==> src/rtl/ballot_console.sv <==
// rtl/ballot_console.sv - ballot input initiator: debounced panel buttons to one-hot voter bus and confirm strobe
// BALLOT_TIMEOUT_EN adds an armed-ballot lifetime and the timeout_flag port.
module ballot_console #(
  parameter int DEBOUNCE_CYCLES = 16,
  parameter int SETUP_CYCLES    = 2,
  parameter int STROBE_CYCLES   = 2,
  parameter int HOLD_CYCLES     = 2,
  parameter int TIMEOUT_CYCLES  = 1000
) (
  input  logic       clk,
  input  logic       rst,
  input  logic       ballot_issue,
  input  logic       ballot_cancel,
  input  logic [3:0] btn_cand,
  input  logic       btn_cast,
  output logic [3:0] voter,
  output logic       confirm,
  output logic       ready,
  output logic       armed,
  output logic [3:0] sel_led,
  output logic       vote_done,
  output logic [7:0] ballots_cast
`ifdef BALLOT_TIMEOUT_EN
  ,
  output logic       timeout_flag
`endif
);

  localparam int DB_EFF     = (DEBOUNCE_CYCLES < 1) ? 1 : DEBOUNCE_CYCLES;
  localparam int SETUP_EFF  = (SETUP_CYCLES < 1) ? 1 : SETUP_CYCLES;
  localparam int STROBE_EFF = (STROBE_CYCLES < 1) ? 1 : STROBE_CYCLES;
  localparam int HOLD_EFF   = (HOLD_CYCLES < 1) ? 1 : HOLD_CYCLES;
  localparam int TO_EFF     = (TIMEOUT_CYCLES < 1) ? 1 : TIMEOUT_CYCLES;

  localparam int TMAX_A  = (SETUP_EFF > STROBE_EFF) ? SETUP_EFF : STROBE_EFF;
  localparam int TMAX_B  = (TMAX_A > HOLD_EFF) ? TMAX_A : HOLD_EFF;
  localparam int CNT_MAX = (TMAX_B > TO_EFF) ? TMAX_B : TO_EFF;
  localparam int CW      = $clog2(CNT_MAX + 1);
  localparam int DW      = $clog2(DB_EFF + 1);

  localparam logic [DW-1:0] DB_LAST   = DW'(DB_EFF - 1);
  localparam logic [CW-1:0] SETUP_LD  = CW'(SETUP_EFF - 1);
  localparam logic [CW-1:0] STROBE_LD = CW'(STROBE_EFF - 1);
  localparam logic [CW-1:0] HOLD_LD   = CW'(HOLD_EFF - 1);
`ifdef BALLOT_TIMEOUT_EN
  localparam logic [CW-1:0] TO_LD     = CW'(TO_EFF - 1);
`endif

  typedef enum logic [2:0] {
    S_IDLE,
    S_ARMED,
    S_SETUP,
    S_STROBE,
    S_HOLD
  } state_t;

  // Bit 4 is the cast button, bits 3:0 the candidate buttons.
  logic [4:0]           sync1_q, sync2_q;
  logic [4:0]           level_q, level_d;
  logic [4:0][DW-1:0]   db_cnt_q, db_cnt_d;
  logic [4:0]           rise;
  logic [3:0]           cand_rise;
  logic                 cast_rise;
  logic                 cand_single;

  state_t               state_q;
  logic [CW-1:0]        cnt_q;
  logic [3:0]           sel_q;
  logic [3:0]           voter_q;
  logic                 confirm_q;
  logic                 ready_q;
  logic                 armed_q;
  logic                 vote_done_q;
  logic [7:0]           ballots_q;
`ifdef BALLOT_TIMEOUT_EN
  logic                 timeout_q;
`endif

  always_ff @(posedge clk or posedge rst) begin
    if (rst) begin
      sync1_q  <= '0;
      sync2_q  <= '0;
      level_q  <= '0;
      db_cnt_q <= '0;
    end else begin
      sync1_q  <= {btn_cast, btn_cand};
      sync2_q  <= sync1_q;
      level_q  <= level_d;
      db_cnt_q <= db_cnt_d;
    end
  end

  // Any sample agreeing with the accepted level restarts that button's count.
  always_comb begin
    level_d  = level_q;
    db_cnt_d = '0;
    for (int i = 0; i < 5; i++) begin
      if (sync2_q[i] != level_q[i]) begin
        if (db_cnt_q[i] == DB_LAST) begin
          level_d[i] = sync2_q[i];
        end else begin
          db_cnt_d[i] = db_cnt_q[i] + 1'b1;
        end
      end
    end
  end

  assign rise        = level_d & ~level_q;
  assign cand_rise   = rise[3:0];
  assign cast_rise   = rise[4];
  assign cand_single = (cand_rise != 4'd0) && ((cand_rise & (cand_rise - 4'd1)) == 4'd0);

  always_ff @(posedge clk or posedge rst) begin
    if (rst) begin
      state_q     <= S_IDLE;
      cnt_q       <= '0;
      sel_q       <= '0;
      voter_q     <= '0;
      confirm_q   <= 1'b0;
      ready_q     <= 1'b1;
      armed_q     <= 1'b0;
      vote_done_q <= 1'b0;
      ballots_q   <= '0;
`ifdef BALLOT_TIMEOUT_EN
      timeout_q   <= 1'b0;
`endif
    end else begin
      vote_done_q <= 1'b0;
`ifdef BALLOT_TIMEOUT_EN
      timeout_q   <= 1'b0;
`endif
      case (state_q)
        S_IDLE: begin
          if (ballot_issue) begin
            state_q <= S_ARMED;
            sel_q   <= '0;
            ready_q <= 1'b0;
            armed_q <= 1'b1;
`ifdef BALLOT_TIMEOUT_EN
            cnt_q   <= TO_LD;
`endif
          end
        end
        S_ARMED: begin
          if (ballot_cancel) begin
            state_q <= S_IDLE;
            sel_q   <= '0;
            ready_q <= 1'b1;
            armed_q <= 1'b0;
          end else if (cast_rise && (sel_q != 4'd0)) begin
            state_q <= S_SETUP;
            voter_q <= sel_q;
            cnt_q   <= SETUP_LD;
            armed_q <= 1'b0;
          end else begin
            if (cand_single) begin
              sel_q <= cand_rise;
            end
`ifdef BALLOT_TIMEOUT_EN
            if (cand_rise != 4'd0) begin
              cnt_q <= TO_LD;
            end else if (cnt_q == '0) begin
              state_q   <= S_IDLE;
              sel_q     <= '0;
              ready_q   <= 1'b1;
              armed_q   <= 1'b0;
              timeout_q <= 1'b1;
            end else begin
              cnt_q <= cnt_q - 1'b1;
            end
`endif
          end
        end
        S_SETUP: begin
          if (cnt_q == '0) begin
            state_q   <= S_STROBE;
            confirm_q <= 1'b1;
            cnt_q     <= STROBE_LD;
          end else begin
            cnt_q <= cnt_q - 1'b1;
          end
        end
        S_STROBE: begin
          if (cnt_q == '0) begin
            state_q   <= S_HOLD;
            confirm_q <= 1'b0;
            cnt_q     <= HOLD_LD;
          end else begin
            cnt_q <= cnt_q - 1'b1;
          end
        end
        S_HOLD: begin
          if (cnt_q == '0) begin
            state_q     <= S_IDLE;
            voter_q     <= '0;
            sel_q       <= '0;
            ready_q     <= 1'b1;
            vote_done_q <= 1'b1;
            if (ballots_q != 8'hFF) begin
              ballots_q <= ballots_q + 8'd1;
            end
          end else begin
            cnt_q <= cnt_q - 1'b1;
          end
        end
        default: begin
          state_q   <= S_IDLE;
          voter_q   <= '0;
          confirm_q <= 1'b0;
          sel_q     <= '0;
          ready_q   <= 1'b1;
          armed_q   <= 1'b0;
        end
      endcase
    end
  end

  assign voter        = voter_q;
  assign confirm      = confirm_q;
  assign ready        = ready_q;
  assign armed        = armed_q;
  assign sel_led      = sel_q;
  assign vote_done    = vote_done_q;
  assign ballots_cast = ballots_q;
`ifdef BALLOT_TIMEOUT_EN
  assign timeout_flag = timeout_q;
`endif

endmodule

==> config.mk <==
export PLATFORM = sky130hd
export DESIGN_NAME = ballot_console
export DESIGN_NICKNAME = d
export VERILOG_FILES = /design/src/rtl/ballot_console.sv
export SDC_FILE = /design/constraint.sdc
export NUM_CORES = 1
export LEC_CHECK = 0
export BUFFER_PORTS_ARGS = -buffer_cell sky130_fd_sc_hd__buf_4
export CORE_MARGIN = 5
export CORE_UTILIZATION = 53
export DETAILED_ROUTE_END_ITERATION = 10
export PLACE_DENSITY_LB_ADDON = 0.2
export SLEW_MARGIN = 10
export SYNTH_ARGS = -nofsm -noshare
export SYNTH_HDL_FRONTEND = slang
export SYNTH_SLANG_ARGS = --single-unit
==> constraint.sdc <==
create_clock -name clk -period 2.1 [get_ports clk]
set_clock_uncertainty 0.05 [all_clocks]
set_input_delay 0.21 -clock clk [delete_from_list [all_inputs] [get_ports clk]]
set_output_delay 0.21 -clock clk [all_outputs]
set_load 0.03 [all_outputs]
# After elaboration in Yosys (flattened, before gate mapping)
# Cells that the tools add are included.
# Widths: inputs -> output; s select.
# word_totals
rom_bits	0
ramBits	0
word_cells	131
mem_count	0
inputBits	9
latchBits	0
out_inout_bits	20
regBits	73
# op_classes
eq_ne	26
n_shift	0
mux	53
add_sub_neg	8
bitwise_logic	7
div	0
n_mul	0
magnitude_cmp	0
n_reduce_logical	20
# ops
op	count
$mux 5	10
$mux 10	4
$pmux 10 s3	1
$mux 4	7
$add 5x1->5 const B	5
$eq 5x4->1 const B	5
$mux 1	19
$mux 3	6
$ne 2x2->1 const B	8
$pmux 4 s4	1
$pmux 3 s5	1
$pmux 4 s3	1
$reduce_and 4->1	3
$logic_not 10->1	1
$reduce_and 5->1	2
$sub 10x1->10 const B	1
$ne 3x3->1 const B	3
$reduce_and 3->1	3
$reduce_or 3->1	3
$add 8x1->8 const B	1
$ne 8x8->1 const B	1
$reduce_bool 4->1	2
$eq 3x2->1 const B	2
$pmux 1 s3	2
other kinds (14)	22

# Logic depth before layout (Yosys ltp)
# Gate-level depths: netlist (run 1).
# logic_depth
depth_word	12
ltp_mapped	8
depth_no_buf	8

# Worst setup path after synthesis (run 1)
# No wires, ideal clock.
# synth_path
path_type	register to register
from	reg state_q[1]
to	reg cnt_q[6]
period_less_slack_ps	2256
required_time_ps	1922
n_path_buf	1
setup_time_ps	128
arrival_ps	2077
path_slack_ps	-156
stages_incl_launch_ff	8
cell_sequence	dfrtp_1 buf_6 or4b_4 nor4_4 a211oi_4 or2_1 o21ai_1 o31ai_1
# synth_between
elab_chain_len	4
elab_cells_between_ends	11
classes_between	7 x eq/ne; 1 x mux; 3 x reduce/logical
# synth_rtl
element	line_no	rtl
from (decl)	66	state_t state_q;
from (signal assigned)	115	state_q <= S_IDLE;
from (signal assigned)	135	state_q <= S_ARMED;
from (signal assigned)	146	state_q <= S_IDLE;
$eq 3x2->1	132	case (state_q)
$reduce_or 2->1 (no source line)	-	
$reduce_bool 3->1 (no source line)	-	
$reduce_and 4->1 (no source line)	-	
to (signal assigned)	180	cnt_q <= cnt_q - 1'b1;
to (signal assigned)	189	cnt_q <= cnt_q - 1'b1;
to (signal assigned)	203	cnt_q <= cnt_q - 1'b1;
to (decl)	67	logic [CW-1:0] cnt_q;
# Several ways; a longest one is shown, not always the timed one.
# A chain may end at the register's enable or synchronous reset.

# Final worst setup path (run 1)
# layout_path
from	reg db_cnt_q[10] in the netlist's numbering
to	reg sel_q[2] (netlist: sel_led[2])
# layout_between
elab_chain_len	10
elab_cells_between_ends	15
classes_between	1 x add/sub; 2 x eq/ne; 6 x mux; 2 x bitwise; 4 x reduce/logical
# layout_rtl
element	line_no	rtl
from (decl)	60	logic [4:0][DW-1:0] db_cnt_q, db_cnt_d;
from (signal assigned)	89	db_cnt_q <= db_cnt_d;
$eq 5x4->1 (*)	99	if (db_cnt_q[i] == DB_LAST) begin
$mux 1 (*)	99	
$mux 1 (*)	98	if (sync2_q[i] != level_q[i]) begin
$and 5x5->5 (*)	108	assign rise = level_d & ~level_q;
$sub 4x1->4	111	assign cand_single = (cand_rise != 4'd0) && ((cand_rise & (cand_rise - 4'd1)) == 4'd0);
$and 4x4->4	111	
$logic_not 4->1	111	
$logic_and 1x1->1	111	
$ne 3x3->1 (no source line)	-	
$reduce_and 5->1 (no source line)	-	
to (signal assigned)	157	sel_q <= cand_rise;
to (decl)	68	logic [3:0] sel_q;
# Mark *: on every way between the ends. The rest lies on a longest branch, timed or not. The select of a mux whose other input is x is not followed.

==> metrics.cfg, run 1 <==
[run_status]
status = complete, but fails checks
violations = setup timing

[synthesis]
netlist_instances = 300
syn_nets = 316
ys_seq_area_share_pct = 55.3
synth_edf_count = 0
synthesis.area_mm2 = 0.00331
ys_ff_latch = 73
avgSynthCellArea_um2 = 11.0
ys_warn_count = 0
synthFlopType = dfrtp_1
async_reset_ff_share_pct = 100
ys_types = 49

[place]
place_congestion = 0.853
io_buffers = 28
place_ws_ns = -0.0509
postPlaceCellArea_mm2 = 0.00384
dp_hpwl_mm = 4.58

[global_route]
grt_max_degree = 50
grt_usage_pct = 18.8
grt_antenna_before_repair = 0
grt_pass1_wl_mm = 11.6
grt_overflow = 0
grt_pass1_vias = 2528

[sta]
setup_ws_ns = -0.0207
fin_crit_sh_pct = 101
timing.fmax_mhz = 472
hold_violations = 0
setup_tns_ns = -0.0545
grt_setup_unrepaired = yes
tightest_slew_ns = 0.925
maxSlewViolCount = 0
fin_crit_ns = 2.12
relSlewSlack_pct = 37.6
setup_viol = 3

[floorplan]
initial_utilization_pct = 55.2
io_pins = 29
chipHeight_um = 89.0
num_rows = 28
core_mm2 = 0.00599
die_area_mm2 = 0.00792
die_w_um = 89.0

[pwr]
p_leak_uw = 0.00200
max-vdd-ir-drop_v = 0.000532
powerDensity_mw_per_mm2 = 721
finalPower_uw = 3100

[hold_path]
hold_path_class = input pin to flip-flop
holdPathStages = 3

[routing]
wl_per_cell_um = 14.4
ant_nets = 0
via_per_inst = 5.42
vias = 2487
drtIter0Drc = 122
drc = 0
totalWireLength_mm = 6.61
drt-pass1-iter-count = 4

[clocking]
path_clk_slew_ns = 0.08
cts_tree = yes
cts_htree_levels = 3
cts_root_buf = clkbuf_8
clockBufferDepth = 2
cts.sinks = 73
clock_latency_ns = 0.34
cts_buffers = 9

[worst_setup_path]
crit_required_ns = 2.31
cp-end-kind = flip-flop
crit_path_start_kind = flip-flop
crit_type = flip-flop to flip-flop
critPathArrivalTime_ns = 2.33
rr_worst_depth = 7
path_max_fanout = 4

[cells_and_area]
areaGrowthSynthToFinish_pct = 30.2
utilization_pct = 71.8
final_design_area_no_fill_mm2 = 0.00430
fillers = 417
diodes = 0
drive_above_1_share_pct = 29.9
finish.net_count = 395

[flow_run]
maxCapViolCount = 0

-- cell usage in the layout, fill, tap and decap left out, drive strengths merged, types with 8 or more instances in the layout --
master and instances:
dfrtp 72, nand2 28, xor2 8, clkbuf 12, nor2 32, inv 10, buf 66, nand3 8
a21oi 10, nor3 11, xnor2 19, o21ai 10
-- through the flow --
step / hold WS [ns] / cells
after floorplan: 0.191 / 300
after global placement: 0.261 / 429
after detailed placement: 0.258 / 429
after CTS: 0.141 / 454
after global routing: 0.185 / 459
final: 0.158 / 459
-- per-layer routing --
| metal | wire [um] | up-vias | part of all wire, % | track usage [%] |
|---|---|---|---|---|
| met5 | 0 | - | 0 | 0 |
| met4 | 90 | 0 | 1.4 | 7.71 |
| met3 | 260 | 8 | 3.9 | 3.59 |
| met2 | 3200 | 46 | 48 | 29.9 |
| met1 | 3060 | 1214 | 46 | 25.6 |
| li1 | - | 1219 | - | - |
-- kinds of logic (layout without fill, tap and decap cells) --
group           after synthesis  in the layout  share of synthesized area, %
simple gates                131            131                          22.2
flops                        73             73                          55.3
compound gates               42             42                          9.01
xor+xnor                     27             27                          7.15
buf+inv                      15             99                          1.97
fa+ha+maj                     7              7                          2.65
mux                           5              5                          1.70
-- area by class of cell --
type	instances	area, um^2	area share (%)
Clock buffer	12	165	3.84
Clock inverter	4	97.6	2.27
Inverter	11	45.0	1.05
Multi-Input combinational cell	212	1500	34.9
Sequential cell	73	1830	42.5
Tap cell	75	93.8	2.18
Timing Repair Buffer	72	572	13.3
-- Yosys cell counts, types with 3 or more instances --
library cell,instances,area [um^2]
a21oi_1,10,50.1
a22o_1,4,35.0
and2_1,4,25.0
and3_1,5,31.3
dfrtp_1,72,1800
ha_1,7,87.6
inv_1,11,41.3
mux2_2,5,56.3
nand2_1,28,105
nand2b_1,4,25.0
nand3_1,8,40.0
nand4_1,5,31.3
nand4b_1,4,35.0
nor2_1,32,120
nor2b_1,5,31.3
nor3_1,9,45.0
nor3b_1,5,37.5
nor4_1,3,18.8
o21ai_0,9,45.0
o31ai_1,5,37.5
or4_1,3,22.5
xnor2_1,19,166
xor2_1,8,70.1
-- state kept, by name, summed over array words and instances, names as in the netlist --
register	count
db_cnt_q	25
voter	4
sel_led	4
sync1_q	5
ballots_cast	8
confirm	1
armed	1
vote_done	1
state_q	3
cnt_q	10
sync2_q	5
ready	1
level_q	5
-- path summary, 6_finish.rpt --
path | startpoint | endpoint | slack, ns
min | ballot_issue | ready | 0.16
max reg2reg | db_cnt_q[10] | sel_led[2] | -0.02
min reg2reg | sync1_q[3] | sync2_q[3] | 0.30
max | db_cnt_q[10] | sel_led[2] | -0.02
max in group asynchronous | rst | ready | 1.28
min in group asynchronous | rst | db_cnt_q[22] | 0.46
-- worst max-delay path: stages (launching register included) --
cell      delay, ns
dfrtp_1        0.37
ha_2           0.19
nand4b_1       0.12
or4_1          0.51
and4b_1        0.23
o31ai_4        0.28
a21oi_4        0.12
o21bai_1       0.18
-- report_power, final --
part / internal (uW) / switching [uW]
Combinational: 100 / 120
Sequential: 1450 / 32.6
Clock: 887 / 511
Total: 2440 / 664
-- repair_timing --
item	4_1_cts	5_1_grt
hold buffers	6	0
endpoints found under the setup margin	5	16
pin swaps	6	7
hold endpoints to repair	77	0
buffers inserted	3	5
gates cloned	0	0
resized for setup	7	11
Power figures use the tool's default switching activity.
==> run 2: changes to the inputs <==
- CORE_MARGIN: 5 -> 2
==> metrics.cfg, run 2 (synthesis gave the netlist of run 1 again) <==
[run_status]
status = complete, but fails checks
violations = setup timing

[pwr]
powerDensity_mw_per_mm2 = 670
intPower_uw = 2170
swShare_pct = 23.9
power_frac_comb_pct = 7.8
finalPower_uw = 2850
p_leak_uw = 0.00196
power_frac_clock_pct = 40.2
sequentialPowerShare_pct = 52.0
switchingPower_uw = 682
max-vdd-ir-drop_v = 0.000493

[sta]
maxSlewViolCount = 0
setup_viol = 6
timing.fmax_mhz = 465
hold_slack_ns = 0.156
tightest_slew_ns = 0.670
fin_crit_ns = 2.15
relSlewSlack_pct = 54.8
grt_setup_unrepaired = yes
fin_crit_sh_pct = 102
setup_ws_ns = -0.0496
setup_tns_ns = -0.221
hold_violations = 0

[place]
place_congestion = 0.839
dp_hpwl_mm = 4.48
io_buffers = 28

[worst_setup_path]
worst-path-buf-inv = 0
cp-end-kind = flip-flop
crit_type = flip-flop to flip-flop
path_max_fanout = 4
worstPathCellList = ha_2 -> nand4b_1 -> or4_1 -> and4b_1 -> o31ai_4 -> a21oi_2 -> o32ai_1
crit_family = simple AND/OR/NAND/NOR gates
critPathArrivalTime_ns = 2.34
critical-path-slowest-cell = or4_1
crit_path_start_kind = flip-flop
crit_required_ns = 2.29
slowest_delay_ns = 0.49

[cells_and_area]
layout_common_cells = dfrtp_1 (72), buf_4 (60), nor2_1 (28)
mostFrequentLayoutCell = dfrtp_1
regArea_mm2 = 0.00183
fillers = 423
drive_above_1_share_pct = 30.2
areaGrowthSynthToFinish_pct = 28.8
finish.net_count = 392
largest_reg_flops = 25
multi_input_area_mm2 = 0.00152
largest_register = db_cnt_q
diodes = 0

[routing]
drc = 0
wl_met2_mm = 3.38
totalWireLength_mm = 6.70
wl_met1_mm = 2.94
via_per_inst = 5.50
top_layer_used = met4
ant_nets = 0
vias = 2509
wl_per_cell_um = 14.7
wl_met3_um = 285
drt-pass1-iter-count = 4
drtIter0Drc = 101

[floorplan]
die_w_um = 83.0
die_area_mm2 = 0.00688
chipHeight_um = 83.0
num_rows = 28
io_pins = 29
initial_utilization_pct = 55.2
core_mm2 = 0.00599

[global_route]
grt_antenna_before_repair = 0
grt_pass1_vias = 2463
grt_pass1_wl_mm = 11.4
grt_overflow = 0
grt_usage_pct = 20.3
grt_max_degree = 74

[hold_path]
hold_path_class = input pin to flip-flop

[clocking]
cts_tree = yes
cts.sinks = 73
path_clk_slew_ns = 0.08
clock_latency_ns = 0.35
cts_htree_levels = 3
cts_root_buf = clkbuf_8
cts_buffers = 9
clockBufferDepth = 2

[flow_run]
maxCapViolCount = 0

==> run 2: cell count changes in the layout (fill, tap and decap cells not counted), sizes merged <==
cell	before	now
bufinv	3	1
buf	66	63
clkbuf	12	11
inv	10	12
clkinv	0	1
==> run 2: final cells by class <==
type	instances	share of cell area, %
clock buffers	11	3.56
clock inverters	5	1.41
inverters	11	1.06
multi-input cells	212	35.6
flip-flops and latches	73	42.9
well taps	75	2.20
repair buffers	69	13.2
==> run 2: power groups by stage <==
stage	Clock (uW)	Combinational (uW)	Sequential (uW)
3_3_place_gp	0	202	1510
4_1_cts	1180	221	1480
2_1_floorplan	0	112	1520
5_1_grt	1240	250	1490
3_5_place_dp	0	206	1510
6_report	1150	223	1480
==> run 2: what timing repair did <==
action                                  CTS  global route
endpoints found under the setup margin    5            21
hold buffers                              6             0
resized for setup                         3            18
pin swaps                                 7            13
buffers inserted                          2             5
endpoints found under the hold margin    77             0
==> run 2: metal layers <==
layer	vias to the layer above	GRT usage, %
met5	-	0
met4	0	5.66
met3	11	6.76
met2	44	33.7
met1	1241	25.6
li1	1213	-
==> run 2: path summary, 6_finish.rpt <==
check / from / to / slack, ns / cells after the start
max: db_cnt_q[10] / sel_led[1] / -0.05 / 7
min: ballot_issue / ready / 0.16 / 3
max reg2reg: db_cnt_q[10] / sel_led[1] / -0.05 / 7
min reg2reg: sync1_q[2] / sync2_q[2] / 0.30 / 0
max in group asynchronous: rst / ready / 1.19 / 4
min in group asynchronous: rst / sync2_q[1] / 0.49 / 4
==> run 2: worst min-delay path, stage by stage <==
cell and delay [ns]:
buf_4 0.09, nor2b_1 0.17, a2bb2oi_1 0.09
==> run 2: through the flow <==
stage	utilization, %	cell area [um^2]	std cells	setup WS, ns
2_1_floorplan	-	3320	300	-0.103
3_5_place_dp	63.9	3830	427	-0.107
3_3_place_gp	63.9	3830	427	0.0435
4_1_cts	68.9	4130	451	-0.0361
5_1_grt	71.1	4260	456	-0.192
6_report	71.1	4260	456	-0.0496
==> run 3: changes to the inputs <==
--- a/config.mk
+++ b/config.mk
@@ -11,2 +11,3 @@
 export DETAILED_ROUTE_END_ITERATION = 10
+export MAX_ROUTING_LAYER = met4
 export PLACE_DENSITY_LB_ADDON = 0.2
--- a/constraint.sdc
+++ b/constraint.sdc
@@ -4,2 +4,2 @@
 set_output_delay 0.21 -clock clk [all_outputs]
-set_load 0.03 [all_outputs]
+set_load 0.01 [all_outputs]
==> metrics.cfg, run 3 (synthesis gave the netlist of run 1 again) <==
[run_status]
status = complete, but fails checks
violations = setup timing

[worst_setup_path]
crit_family = simple AND/OR/NAND/NOR gates
slowest_delay_ns = 0.56
path_max_fanout = 7
critPathArrivalTime_ns = 2.32
cp-end-kind = flip-flop
worstPathCellList = or4b_4 -> nor4_4 -> a211oi_4 -> buf_12 -> or2_4 -> o21ai_2 -> o31ai_1
crit_type = flip-flop to flip-flop
crit_path_start_kind = flip-flop
worst-path-buf-inv = 1
crit_required_ns = 2.27
critical-path-slowest-cell = or4b_4

[routing]
wl_per_cell_um = 14.7
vias = 2498
drc = 0
ant_nets = 0
drtIter0Drc = 86
via_per_inst = 5.48
totalWireLength_mm = 6.71
drt-pass1-iter-count = 4

[pwr]
swShare_pct = 23.6
powerDensity_mw_per_mm2 = 668
sequentialPowerShare_pct = 52.2
p_leak_uw = 0.00196
max-vdd-ir-drop_v = 0.000493
switchingPower_uw = 672
intPower_uw = 2170
power_frac_comb_pct = 7.4
power_frac_clock_pct = 40.4

[place]
place_congestion = 0.852
dp_hpwl_mm = 4.48
placed_cells = 427
place_ws_ns = -0.107
postPlaceCellArea_mm2 = 0.00383
io_buffers = 28

[clocking]
cts_buffers = 9
path_clk_slew_ns = 0.08
cts_tree = yes
cts.sinks = 73
cts_root_buf = clkbuf_8
clock_latency_ns = 0.35
clockBufferDepth = 2
cts_htree_levels = 3

[global_route]
grt_max_degree = 74
gr-max-usage-layer = met2
globalRouteMet3Util_pct = 6.46
grt_usage_pct = 20.8
grt_use_met2_pct = 33.7
grt_pass1_vias = 2461
grt_overflow = 0
grt_pass1_wl_mm = 11.4
grtUsageMet1_pct = 25.5
grt_antenna_before_repair = 0

[floorplan]
die_area_mm2 = 0.00688
io_pins = 29
core_mm2 = 0.00599
initial_utilization_pct = 55.2
num_rows = 28
chipHeight_um = 83.0
die_w_um = 83.0

[cells_and_area]
largest_register = db_cnt_q
final_design_area_no_fill_mm2 = 0.00426
fin_cells = 456
fillers = 423
regArea_mm2 = 0.00183
largest_reg_flops = 25
multi_input_area_mm2 = 0.00152
finish.net_count = 392
mostFrequentLayoutCell = dfrtp_1
drive_above_1_share_pct = 30.2
layout_common_cells = dfrtp_1 (72), buf_4 (60), nor2_1 (28)
areaGrowthSynthToFinish_pct = 28.8
diodes = 0

[sta]
timing.fmax_mhz = 465
setup_viol = 6
setup_ws_ns = -0.0528
setup_tns_ns = -0.238
grt_setup_unrepaired = yes
hold_violations = 0
fin_crit_sh_pct = 103
hold_slack_ns = 0.157
tightest_slew_ns = 0.686
maxSlewViolCount = 0
relSlewSlack_pct = 53.7
fin_crit_ns = 2.15

[flow_run]
maxCapViolCount = 0

[hold_path]
hold_path_class = input pin to flip-flop

==> run 3: path summary, 6_finish.rpt <==
| kind | start | endpoint | slack (ns) | cells past startpoint |
|---|---|---|---|---|
| max in group asynchronous | rst | ready | 1.19 | 4 |
| worst min register to register | sync1_q[2] | sync2_q[2] | 0.30 | 0 |
| worst max register to register | state_q[2] | cnt_q[6] | -0.05 | 7 |
| min in group asynchronous | rst | sync2_q[1] | 0.49 | 4 |
| worst min-delay path | ballot_issue | ready | 0.16 | 3 |
| worst max-delay path | state_q[2] | cnt_q[6] | -0.05 | 7 |
==> run 3: layout make-up <==
cell class,count,area share (%)
Multi-Input combinational cell,212,35.6
Clock buffer,11,3.56
Tap cell,75,2.20
Sequential cell,73,42.9
Timing Repair Buffer,69,13.2
Inverter,11,1.06
Clock inverter,5,1.41
==> run 3: tightest hold or removal path, stage by stage <==
cell,delay [ns]
buf_4,0.09
nor2b_1,0.17
a2bb2oi_1,0.09
==> run 3: metal layers <==
metal	vias up	part of all wire, %
met2	50	50
met5	-	0
met3	14	4.8
met4	0	1.5
li1	1212	-
met1	1222	44
==> run 3: stage by stage <==
step	power, uW	util, %
6_report	2840	71.1
5_1_grt	2960	71.1
3_5_place_dp	1700	63.9
3_3_place_gp	1700	63.9
2_1_floorplan	1620	-
4_1_cts	2870	68.9
==> run 3: power groups by stage <==
stage          Sequential (uW)  Clock (uW)  Combinational (uW)
2_1_floorplan             1510           0                 112
3_3_place_gp              1510           0                 188
3_5_place_dp              1510           0                 192
4_1_cts                   1480        1180                 207
5_1_grt                   1490        1230                 236
6_report                  1480        1150                 209
==> run 3: what timing repair did <==
action,in CTS,in global routing
setup buffers,2,5
setup endpoints to repair,5,21
pin swaps,7,13
gates resized for setup,3,18
endpoints found under the hold margin,77,0
hold buffers,6,0
cloned,0,0
